$ cat src/rtl/mul_unit_pkg.sv
// Shared definitions for the SPECIAL2 multiply/count unit: widths, function
// codes, FSM state encodings and the latched multiply request.
package mul_unit_pkg;

   localparam int unsigned W    = 32;
   localparam int unsigned PW   = 2 * W;
   localparam int unsigned CNTW = $clog2(W);
   localparam int unsigned LZW  = $clog2(W) + 1;

   // SPECIAL2 function codes
   localparam logic [5:0] FN_MADD  = 6'h00;
   localparam logic [5:0] FN_MADDU = 6'h01;
   localparam logic [5:0] FN_MUL   = 6'h02;
   localparam logic [5:0] FN_MSUB  = 6'h04;
   localparam logic [5:0] FN_MSUBU = 6'h05;
   localparam logic [5:0] FN_CLZ   = 6'h20;
   localparam logic [5:0] FN_CLO   = 6'h21;

   localparam logic [1:0] S_IDLE = 2'd0;
   localparam logic [1:0] S_CALC = 2'd1;
   localparam logic [1:0] S_ACC  = 2'd2;

   typedef enum logic [1:0] {
      ACC_NONE = 2'd0,
      ACC_ADD  = 2'd1,
      ACC_SUB  = 2'd2
   } acc_op_t;

   typedef struct packed {
      logic          neg;
      acc_op_t       acc;
   } mul_ctl_t;

   // Magnitude of a two's complement word; the most negative value maps to 2^(W-1).
   function automatic logic [W-1:0] abs_w(input logic [W-1:0] x);
      return x[W-1] ? W'(~x + W'(1)) : x;
   endfunction

endpackage

$ cat src/rtl/mul_unit_clz.sv
// Leading-zero counter; an all-zero input yields N.
module clz_count
   import mul_unit_pkg::*;
#(
   parameter int unsigned N = W
) (
   input  logic [N-1:0]         a,
   output logic [$clog2(N):0]   count
);

   localparam int unsigned NC = $clog2(N) + 1;

   logic found;

   always_comb begin
      count = NC'(N);
      found = 1'b0;
      for (int i = N - 1; i >= 0; i--) begin
         if (!found && a[i]) begin
            count = NC'(N - 1 - i);
            found = 1'b1;
         end
      end
   end

endmodule

$ cat src/rtl/mul_unit.sv
// SPECIAL2 execute unit: radix-2 shift-add multiplier with HI/LO accumulator,
// plus single-cycle CLO/CLZ.
module mul_unit
   import mul_unit_pkg::*;
(
   input  logic          Clock,
   input  logic          Reset,
   input  logic          Start,
   input  logic [5:0]    Func,
   input  logic [W-1:0]  A,
   input  logic [W-1:0]  B,
   output logic          Busy,
   output logic          Done,
   output logic [W-1:0]  Result,
   output logic [W-1:0]  HI,
   output logic [W-1:0]  LO
);

   logic [1:0]      state,  state_n;
   logic [CNTW-1:0] cnt,    cnt_n;
   logic [PW-1:0]   mcand,  mcand_n;
   logic [W-1:0]    mplier, mplier_n;
   logic [PW-1:0]   prod,   prod_n;
   mul_ctl_t        ctl,    ctl_n;
   logic            busy_n, done_n;
   logic [W-1:0]    result_n, hi_n, lo_n;

   logic            signed_op;
   logic [W-1:0]    lz_in;
   logic [LZW-1:0]  lz_cnt;
   logic [PW-1:0]   p_signed;
   logic [PW-1:0]   acc_sum;
   logic [PW-1:0]   acc_dif;

   assign signed_op = (Func == FN_MUL) || (Func == FN_MADD) || (Func == FN_MSUB);

   // CLO counts leading ones by counting leading zeros of the complement
   assign lz_in = (Func == FN_CLO) ? ~A : A;

   clz_count #(.N(W)) u_clz (
      .a     (lz_in),
      .count (lz_cnt)
   );

   assign p_signed = ctl.neg ? PW'(~prod + PW'(1)) : prod;
   assign acc_sum  = {HI, LO} + p_signed;
   assign acc_dif  = {HI, LO} - p_signed;

   // Next-state and registered-output logic
   always_comb begin
      state_n  = state;
      cnt_n    = cnt;
      mcand_n  = mcand;
      mplier_n = mplier;
      prod_n   = prod;
      ctl_n    = ctl;
      result_n = Result;
      hi_n     = HI;
      lo_n     = LO;
      done_n   = 1'b0;

      case (state)
         S_IDLE: begin
            if (Start) begin
               case (Func)
                  FN_MUL, FN_MADD, FN_MADDU, FN_MSUB, FN_MSUBU: begin
                     mcand_n   = PW'(signed_op ? abs_w(A) : A);
                     mplier_n  = signed_op ? abs_w(B) : B;
                     ctl_n.neg = signed_op & (A[W-1] ^ B[W-1]);
                     if (Func == FN_MUL)
                        ctl_n.acc = ACC_NONE;
                     else if ((Func == FN_MADD) || (Func == FN_MADDU))
                        ctl_n.acc = ACC_ADD;
                     else
                        ctl_n.acc = ACC_SUB;
                     prod_n  = '0;
                     cnt_n   = '0;
                     state_n = S_CALC;
                  end
                  FN_CLO, FN_CLZ: begin
                     result_n = W'(lz_cnt);
                     done_n   = 1'b1;
                  end
                  default: ;
               endcase
            end
         end

         S_CALC: begin
            if (mplier[0])
               prod_n = prod + mcand;
            mcand_n  = mcand << 1;
            mplier_n = mplier >> 1;
            cnt_n    = cnt + CNTW'(1);
            if (cnt == CNTW'(W - 1))
               state_n = S_ACC;
         end

         S_ACC: begin
            case (ctl.acc)
               ACC_ADD: begin
                  {hi_n, lo_n} = acc_sum;
                  result_n     = acc_sum[W-1:0];
               end
               ACC_SUB: begin
                  {hi_n, lo_n} = acc_dif;
                  result_n     = acc_dif[W-1:0];
               end
               default: result_n = p_signed[W-1:0];
            endcase
            done_n  = 1'b1;
            state_n = S_IDLE;
         end

         default: state_n = S_IDLE;
      endcase

      busy_n = (state_n != S_IDLE);
   end

   always_ff @(posedge Clock) begin
      if (Reset) begin
         state  <= S_IDLE;
         cnt    <= '0;
         mcand  <= '0;
         mplier <= '0;
         prod   <= '0;
         ctl    <= '{neg: 1'b0, acc: ACC_NONE};
         Busy   <= 1'b0;
         Done   <= 1'b0;
         Result <= '0;
         HI     <= '0;
         LO     <= '0;
      end else begin
         state  <= state_n;
         cnt    <= cnt_n;
         mcand  <= mcand_n;
         mplier <= mplier_n;
         prod   <= prod_n;
         ctl    <= ctl_n;
         Busy   <= busy_n;
         Done   <= done_n;
         Result <= result_n;
         HI     <= hi_n;
         LO     <= lo_n;
      end
   end

endmodule

$ cat config.mk
export PLATFORM = sky130hd
export DESIGN_NAME = mul_unit
export DESIGN_NICKNAME = d
export VERILOG_FILES = /design/src/rtl/mul_unit_pkg.sv /design/src/rtl/mul_unit_clz.sv /design/src/rtl/mul_unit.sv
export SDC_FILE = /design/constraint.sdc
export NUM_CORES = 1
export LEC_CHECK = 0
export CORE_MARGIN = 2
export CORE_UTILIZATION = 27
export CTS_BUF_LIST = sky130_fd_sc_hd__clkbuf_2 sky130_fd_sc_hd__clkbuf_4 sky130_fd_sc_hd__clkbuf_8
export CTS_CLUSTER_DIAMETER = 150
export DETAILED_ROUTE_END_ITERATION = 6
export HOLD_SLACK_MARGIN = 0.05
export SLEW_MARGIN = 20
export SYNTH_ARGS = -nofsm -noshare
export SYNTH_HDL_FRONTEND = slang
export SYNTH_HIERARCHICAL = 1
export SYNTH_SLANG_ARGS = --single-unit
$ cat constraint.sdc
create_clock -name Clock -period 7.3 [get_ports Clock]
set_input_delay 1.095 -clock Clock [delete_from_list [all_inputs] [get_ports Clock]]
set_output_delay 1.095 -clock Clock [all_outputs]
set_load 0.01 [all_outputs]
==> reports/qor.yml <==
boundaryPins: 171
drc: 0
hold_viol: 0
p_int_mw: 2.63
row_count: 111
placed_area_mm2: 0.0278
vias: 25845
critPathArrivalTime_ps: 7280
powerDensity_mw_per_mm2: 122
cts_buffers: 52
fp.coreArea_mm2: 0.0918
synth_cell_types: 85
routed_wl_mm: 88.9
worst_path_largest_cell_delay_ps: 560
crit_path_start_kind: "flip-flop"
clk_latency_ps: 710
syn_inst: 3495
fin_nets: 3824
cts_root_buf: "clkbuf_8"
portBuffers: 170
initial_core_util_pct: 27.3
relSlewSlack_pct: 28.4
seq_area_frac_synth_pct: 21.4
min_period_ps: 6740
final_max_slew_viol_count: 0
grt-ovfl-total: 0
pwr-share-comb_pct: 6.8
path_max_fanout: 8
hold_class: "reg -> reg"
power_leakage_nw: 11.1
worst_pin_slew_ps: 1070
critPathKind: "reg -> reg"
p_sw_mw: 0.898
routed_via_density: 5.36
ff2ff_setup_slack_ps: 560
cp_top_family: "compound AO/OA/AOI/OAI gates"
setup_viol: 0
synth_edf_count: 0
grt_usage_pct: 18.1
fin_tns_setup_ps: 0
htree_levels: 2
cts.sinks: 268
fillers: 9931
sequentialPowerShare_pct: 42.1
outcome: "complete, no violations"
synth_area_leaders: "dfxtp_1 (21%), ha_1 (10%), a21oi_1 (8.5%)"
skew_ps: 87.7
avgSynthCellArea_um2: 7.17
crit_buf_inv: 1
post-route-util_pct: 31.6
final_cell_area_mm2: 0.0290
drt_iter0_markers: 2127
ys_top_cells_by_count: "nor2_1 (433), a21oi_1 (427), nand2_1 (287), dfxtp_1 (268), ha_1 (208)"
gp_congestion: 0.921
path_cells: "or4_1, or2_1, or4_4, or3_1, o21ai_0, xor2_1, inv_1, ha_1, nand2_1, a2111oi_0, nor2b_1, a2111oi_0, o21ai_0, o211ai_1, a31o_2, a211oi_1, a2111oi_1, o2111ai_1, o41ai_1, nor4_1"
multiInputGateArea_mm2: 0.0183
yosysTopAreaCellShare_pct: 21.4
regArea_mm2: 0.00537
yosysWarnings: 6
wire_per_inst_um: 18.4
dpl.hpwl_mm: 68.4
die-area_mm2: 0.0952
dp_cells: 4729
netlist_area_mm2: 0.0251
die_y_um: 309
post_cts_buffers: 0
syn_nets: 3779
tritoncts: "yes"
synthMostInstantiatedCell: "nor2_1"
fin_crit_sh_pct: 92.3
power.share.clock_pct: 51.1
crit_slowest_cell: "or4_1"
instances_no_fill: 4825
end_kind: "flip-flop"
drt_first_pass_iters: 7
yosysTopAreaCell: "dfxtp_1"
die_w_um: 309
synth-main-ff-cell: "dfxtp_1"
rsz0062_at_grt: "false"
peakVddDrop_v: 0.000110
ys_ff_latch: 268
clk_pin_slew_ps: 70
grt_pass1_vias: 23857
antenna_found_initial: 11
layout-drive-gt1-share_pct: 4.44
grt_max_degree: 144
fmax_mhz: 148
cp_data_required_time_ps: 7850
async_reset_ff_share_pct: 0
cts_buffer_depth: 3
switching_share_pct: 25.5
cts_hold_buf: 0
grt_pass1_wl_mm: 138
postRouteAntennaNets: 0
area_delta_synth_final_pct: 15.8
max_cap_viol_count: 0
-- through the flow --
step           power (mW)  worst slack (ps)  hold slack, ps
2_1_floorplan        1.65              1660             439
3_3_place_gp         1.75               619             439
3_5_place_dp         1.76               598             444
4_1_cts              3.59               572             434
5_1_grt              3.67              31.0             471
6_report             3.53               562             436
-- flip-flops by register name, indices dropped and copies added, names as in the netlist --
signal  flops
ctl         3
Result     32
prod       64
mcand      64
cnt         5
LO         32
mplier     32
state       2
Busy        1
Done        1
HI         32
-- cell usage in the layout (no fill, tap or decap), types with 43 or more instances in the layout --
master and count:
inv_1 177, o31ai_1 59, o21ai_0 186, clkbuf_8 63, xor2_1 88, nor3_1 78, clkdlybuf4s50_1 169, nand2_1 287
a21oi_1 427, xnor2_1 200, nand3_1 77, ha_1 207, a22oi_1 43, o21bai_1 55, dfxtp_1 267, a21o_1 62
a211oi_1 127, nor2_1 431
-- worst paths after layout --
kind,startpoint,to,cells after the start
worst min register to register,mplier[1],mplier[0],2
worst max-delay path,prod[6],HI[29],20
worst min-delay path,mplier[1],mplier[0],2
worst max register to register,prod[6],HI[29],20
-- power groups by stage --
stage / Clock (mW) / Combinational (mW) / Sequential, mW
2_1_floorplan: 0 / 0.143 / 1.51
3_3_place_gp: 0 / 0.239 / 1.52
3_5_place_dp: 0 / 0.241 / 1.52
4_1_cts: 1.86 / 0.241 / 1.48
5_1_grt: 1.92 / 0.267 / 1.48
6_report: 1.80 / 0.241 / 1.48
-- layer usage --
metal  up-vias  share of wire, %  global-route usage [%]
li1      12727                 -                       -
met1     12171                48                    26.1
met2       827                42                    27.9
met3       108               7.4                    3.25
met4        12               1.8                    3.88
met5         -             0.082                       0
-- worst reg2reg max path: cells and delay by family, from the launching register on --
kind / cells / cell delay, ps
xor gates and xnor gates: 1 / 350
adders and majority gates: 1 / 430
and+or+nand+nor: 7 / 2120
buffers and inverters: 1 / 80
DFF: 1 / 370
AOI/OAI and AO/OA: 10 / 3220
-- kinds of logic after synthesis --
family	synth area share (%)
AO/OA/AOI/OAI	30.6
XOR/XNOR	10.1
adder cells (fa/ha/maj)	10.6
buffers and inverters	5.73
flip-flops	21.4
multiplexers	0.574
AND/OR/NAND/NOR	21.0
-- final cells by class --
type,count,area share [%]
Multi-Input combinational cell,2846,63.1
Sequential cell,268,18.5
Timing Repair Buffer,194,6.54
Tap cell,1243,5.36
Clock buffer,76,3.30
Inverter,178,2.30
Clock inverter,16,0.893
Antenna cell,4,0.0345
-- what timing repair did --
| action | 4_1_cts | 5_1_grt |
|---|---|---|
| hold endpoints to repair | 0 | 0 |
| gates resized for setup | 0 | 1 |
| endpoints found under the setup margin | 0 | 1 |
Note: power is estimated with default switching activity, not from simulation.
